**src/rtl/udp_tx_sched.sv**
```systemverilog
// Round-robin scheduler that shares the MAC UDP transmit channel among NREQ frame sources.
// Optional UPTX watchdog abort is enabled by defining UDP_TX_SCHED_TIMEOUT_EN.
module udp_tx_sched #(
  parameter int unsigned NREQ    = 4,
  parameter int unsigned GAP     = 8,
  parameter logic [11:0] LEN_MAX = 12'd1472,
  parameter logic [15:0] TIMEOUT = 16'd65535
) (
  input  logic                 clk,
  input  logic                 rst,
  input  logic [NREQ-1:0]      req,
  input  logic [12*NREQ-1:0]   req_len,
  output logic [NREQ-1:0]      grant,
  output logic [NREQ-1:0]      done,
  output logic [NREQ-1:0]      err,
  output logic                 fs_udp_tx,
  input  logic                 fd_udp_tx,
  output logic [11:0]          udp_tx_len,
  output logic [1:0]           sel,
  output logic                 busy,
  output logic [15:0]          frame_cnt
);

  localparam logic [1:0] StIdle = 2'd0;
  localparam logic [1:0] StUptx = 2'd1;
  localparam logic [1:0] StLast = 2'd2;
  localparam logic [1:0] StGap  = 2'd3;

  logic [1:0] state_q;
  logic [1:0] ptr_q;
  logic [7:0] gap_cnt_q;

  logic [3:0]  req_pad;
  logic [47:0] len_pad;
  logic [2:0]  idx;
  logic [1:0]  win;
  logic        win_vld;
  logic [11:0] win_len;
  logic        len_ok;
  logic [1:0]  ptr_nxt;

  function automatic logic [NREQ-1:0] onehot(input logic [1:0] i);
    logic [3:0] v;
    v = 4'b0001 << i;
    return v[NREQ-1:0];
  endfunction

  // Pad to four lanes so the search and length mux are independent of NREQ.
  always_comb begin
    req_pad = '0;
    req_pad[NREQ-1:0] = req;
    len_pad = '0;
    len_pad[12*NREQ-1:0] = req_len;
  end

  // First set request searching ptr, ptr+1, ... modulo NREQ.
  always_comb begin
    win     = ptr_q;
    win_vld = 1'b0;
    idx     = '0;
    for (int i = 0; i < int'(NREQ); i++) begin
      idx = {1'b0, ptr_q} + i[2:0];
      if (idx >= NREQ[2:0]) idx = idx - NREQ[2:0];
      if (!win_vld && req_pad[idx[1:0]]) begin
        win_vld = 1'b1;
        win     = idx[1:0];
      end
    end
  end

  always_comb begin
    win_len = len_pad[11:0];
    unique case (win)
      2'd0: win_len = len_pad[11:0];
      2'd1: win_len = len_pad[23:12];
      2'd2: win_len = len_pad[35:24];
      2'd3: win_len = len_pad[47:36];
      default: win_len = len_pad[11:0];
    endcase
  end

  assign len_ok  = (win_len != 12'd0) && (win_len <= LEN_MAX);
  assign ptr_nxt = (win == 2'(NREQ - 1)) ? 2'd0 : win + 2'd1;
  assign busy    = (state_q != StIdle);

`ifdef UDP_TX_SCHED_TIMEOUT_EN
  logic [15:0] to_cnt_q;
`else
  logic unused_timeout;
  assign unused_timeout = ^TIMEOUT;
`endif

  always_ff @(posedge clk) begin
    if (rst) begin
      state_q    <= StIdle;
      ptr_q      <= '0;
      gap_cnt_q  <= '0;
      grant      <= '0;
      done       <= '0;
      err        <= '0;
      fs_udp_tx  <= 1'b0;
      udp_tx_len <= '0;
      sel        <= '0;
      frame_cnt  <= '0;
`ifdef UDP_TX_SCHED_TIMEOUT_EN
      to_cnt_q   <= '0;
`endif
    end else begin
      done <= '0;
      err  <= '0;
      case (state_q)
        StIdle: begin
          if (win_vld) begin
            ptr_q <= ptr_nxt;
            if (len_ok) begin
              grant      <= onehot(win);
              sel        <= win;
              udp_tx_len <= win_len;
              fs_udp_tx  <= 1'b1;
              state_q    <= StUptx;
`ifdef UDP_TX_SCHED_TIMEOUT_EN
              to_cnt_q   <= '0;
`endif
            end else begin
              // Rejected requester; arbitration continues next cycle.
              err <= onehot(win);
            end
          end
        end
        StUptx: begin
          if (fd_udp_tx) begin
            fs_udp_tx <= 1'b0;
            state_q   <= StLast;
          end
`ifdef UDP_TX_SCHED_TIMEOUT_EN
          else if (to_cnt_q == TIMEOUT - 16'd1) begin
            fs_udp_tx <= 1'b0;
            grant     <= '0;
            err       <= onehot(sel);
            gap_cnt_q <= 8'(GAP - 1);
            state_q   <= StGap;
          end else begin
            to_cnt_q <= to_cnt_q + 16'd1;
          end
`endif
        end
        StLast: begin
          done      <= onehot(sel);
          grant     <= '0;
          frame_cnt <= frame_cnt + 16'd1;
          gap_cnt_q <= 8'(GAP - 1);
          state_q   <= StGap;
        end
        StGap: begin
          if (gap_cnt_q == 8'd0) begin
            state_q <= StIdle;
          end else begin
            gap_cnt_q <= gap_cnt_q - 8'd1;
          end
        end
        default: state_q <= StIdle;
      endcase
    end
  end

endmodule

```
**config.mk**
```make
export PLATFORM = sky130hd
export DESIGN_NAME = udp_tx_sched
export DESIGN_NICKNAME = d
export VERILOG_FILES = /design/src/rtl/udp_tx_sched.sv
export SDC_FILE = /design/constraint.sdc
export NUM_CORES = 1
export LEC_CHECK = 0
export BUFFER_PORTS_ARGS = -buffer_cell sky130_fd_sc_hd__buf_2
export CAP_MARGIN = 40
export CORE_MARGIN = 5
export CORE_UTILIZATION = 47
export CTS_BUF_LIST = sky130_fd_sc_hd__clkbuf_4 sky130_fd_sc_hd__clkbuf_8
export DETAILED_ROUTE_END_ITERATION = 6
export GPL_TIMING_DRIVEN = 0
export PLACE_DENSITY = 0.83
export SLEW_MARGIN = 20
export SYNTH_ARGS = -nofsm -noshare
export SYNTH_HDL_FRONTEND = slang
export SYNTH_SLANG_ARGS = --single-unit
export TNS_END_PERCENT = 20
```
**constraint.sdc**
```tcl
create_clock -name clk -period 3.25 [get_ports clk]
set_input_delay 0.4875 -clock clk [delete_from_list [all_inputs] [get_ports clk]]
set_output_delay 0.4875 -clock clk [all_outputs]
set_load 0.02 [all_outputs]
```
==> impl_metrics.toml <==
[run_status]
run_status = "complete, no violations"

[sta]
fmax_mhz = 312
skew_ns = 0.00608
grt_setup_unrepaired = "yes"
finalSetupViolations = 0
slew_headroom = 0.549
period_share = 0.987
worst_pin_slew_ns = 0.676
period_minus_slack_ns = 3.21
slew_violations = 0
hold_viol = 0
fin_hold_ws_ns = 0.484

[detailed_routing]
ant_nets = 0
routed_wl_mm = 7.79
drc = 0
vias = 2718
drtIter0Drc = 157
drtPass1Iterations = 4
wl_per_cell_um = 15.6
via_per_inst = 5.43

[synthesis]
synth_edf_count = 0
synth-async-reset-ratio = 0
synthDistinctLibCells = 52
synthCells = 304
synthesis.area_per_instance_um2 = 9.22
synth_area_um2 = 2800
yosys_warnings = 0
ys.flop_type = "dfxtp_1"
ys_seq_area_frac = 0.393
synth_seq_cells = 55
synthesis.nets = 370

[setup_path]
crit_slowest_cell = "a221o_1"
cp_common_cell = "buf_4"
regToRegSetupSlack_ns = 0.05
slowest_delay_ns = 0.39
reg2reg_depth = 16
rr_startpoint = "ptr_q[0]"
crit_arrival_ns = 3.47
worstPathCellList = "buf_2 > nor2b_4 > a21oi_2 > o22ai_2 > a21oi_2 > buf_4 > ha_4 > buf_6 > buf_4 > a222oi_1 > mux2i_1 > a221o_1 > nor2_4 > nand3_4 > buf_4 > nor4b_2 > a31o_1"
crit_path_end_kind = "flip-flop"
critPathLaunchType = "primary input"
r2r-end = "grant[0]"
crit_required_ns = 3.52
crit_fanout = 9
critical_path_class = "primary input to flip-flop"

[layout]
final_area_um2 = 3800
drive_gt1_frac = 0.385
diodes = 0
fin_util = 0.649
syn2layout_area_growth_pct = 35.6
nets = 491

[global_routing]
grt_pass1_vias = 2758
antenna_found_initial = 0
grt_pass1_wl_mm = 12.6
grt_usage = 0.207
grt-ovfl-total = 0
grt_max_degree = 18

[die]
core_um2 = 5850
dieArea_um2 = 7610
fp.dieW_um = 87.2
start_util = 0.479
die_y_um = 87.2
std_cell_rows = 28
io_pins = 99

[clock_network]
cts_max_level = 2
clock_tree.root_cell = "clkbuf_8"
clockBufferDepth = 2
cts_buffers = 5
cts_sinks = 55
cts_tree = "built"
clkTransAtPathRegs_ns = 0.10
clk_latency_ns = 0.32

[place]
io_buffers = 98
gp_congestion = 0.832
placed_cell_area_um2 = 3390
dp_hpwl_mm = 5.53

[flow_run]
drv_cap = 0

[power]
vdd_drop_max_mv = 0.562
p_leak_nw = 1.81
power.density_nw_per_um2 = 813

[min_path]
hold_path.class = "flip-flop to flip-flop"
hold_path_end = "grant[0]"
worstHoldPathCells = 1
holdCritStartpoint = "grant[0]"
layer usage:
layer  up-vias  global-route usage  wire length, um
li1       1325                   -                -
met2        82               0.378             4040
met5         -                   0                0
met1      1287               0.236             3120
met4         0              0.0921              242
met3        24              0.0312              389
how the worst max path moves through the flow:
stage	depth (start not counted)	from	to
after global routing	16	ptr_q[0]	grant[2]
after CTS	16	req[3]	udp_tx_len[5]
after detailed placement	15	req[2]	udp_tx_len[5]
after global placement	16	req[2]	udp_tx_len[3]
final	17	req[2]	grant[0]
after floorplan	14	req[2]	grant[2]
state kept, by name (all words and copies together), names as in the netlist:
signal,flops
frame_cnt,16
grant,4
err,4
done,4
udp_tx_len,12
state_q,2
sel,2
fs_udp_tx,1
ptr_q,2
gap_cnt_q,8
worst max-delay path: cells and delay by family:
family,cells,cell delay (ns)
AOI/OAI and AO/OA,6,1.13
adders and majority gates,1,0.17
buffers and inverters,5,0.78
muxes,1,0.19
and+or+nand+nor,4,0.72
stage by stage:
| stage | worst slack (ns) | instances | TNS [ns] | total power [mW] |
|---|---|---|---|---|
| final | 0.0433 | 501 | 0 | 3.09 |
| after global routing | -0.0757 | 501 | -0.579 | 3.28 |
| after CTS | 0.00307 | 499 | 0 | 2.96 |
| after detailed placement | -0.590 | 477 | -11.21 | 2.32 |
| after global placement | -0.438 | 477 | -8.32 | 2.28 |
| after floorplan | 0.143 | 304 | 0 | 1.96 |
final cells by class:
cell class | instances | area [um2]
inverters | 27 | 104
multi-input cells | 210 | 1680
well taps | 75 | 93.8
plain buffers | 12 | 82.6
repair buffers | 114 | 646
clock inverters | 3 | 18.8
clock buffers | 5 | 68.8
flip-flops and latches | 55 | 1110
fillers | 498 | 2050
logic make-up (layout without fill, tap and decap cells):
logic type | after synthesis | after routing | synth area share
AOI/OAI and AO/OA | 52 | 52 | 0.150
xor gates and xnor gates | 16 | 16 | 0.0500
adders and majority gates | 11 | 11 | 0.0491
buffers and inverters | 39 | 161 | 0.0612
DFF | 55 | 55 | 0.393
muxes | 28 | 28 | 0.100
and+or+nand+nor | 103 | 103 | 0.196
cells in the final DEF, fill, tap and decap left out, types with 4 or more instances in the layout:
master and n:
nand2_1 14, clkinv_1 4, ha_1 8, nand3_1 4
buf_2 100, xnor2_1 4, nor2_1 39, nand4_1 4
xor2_1 12, buf_6 6, nor3_1 5, inv_1 20
dfxtp_1 53, and2_1 4, clkbuf_1 6, a21oi_1 12
a222oi_1 12, a31o_1 4, and3_1 4, a21oi_2 5
buf_4 11, mux2i_1 25, clkbuf_8 5
report_power, final:
part | switching (mW) | total [mW] | internal (mW)
Sequential | 0.108 | 0.932 | 0.824
Combinational | 0.953 | 1.77 | 0.816
Clock | 0.235 | 0.387 | 0.152
Total | 1.30 | 3.09 | 1.79
synthesized netlist by cell type (all sizes together), types with 2 or more instances:
master,n,share of area
buf,5,0.016
xor2,12,0.037
nor2,43,0.060
a21o,2,0.0054
a222oi,12,0.043
nand2b,2,0.0045
and3,4,0.0089
nor3,7,0.012
inv,23,0.031
a31o,4,0.012
nand4,4,0.0089
or3,3,0.0067
clkbuf,7,0.0094
nand3,7,0.019
a21boi,2,0.0094
ha,11,0.049
xnor2,4,0.012
nand2,14,0.019
clkinv,4,0.0054
nor4,3,0.0089
nor2b,3,0.0067
o21ai,4,0.0071
mux2i,27,0.096
dfxtp,55,0.39
a21oi,17,0.032
nor4b,5,0.018
and2,4,0.0089
nor4bb,2,0.0071
what timing repair did:
| action | in CTS | in global routing |
|---|---|---|
| setup endpoints to repair | 25 | 25 |
| buffers inserted | 13 | 2 |
| gates cloned | 1 | 0 |
| pin swaps | 7 | 9 |
| hold buffers | 0 | 0 |
| gates resized for setup | 24 | 20 |
(Power assumes the default switching activity.)
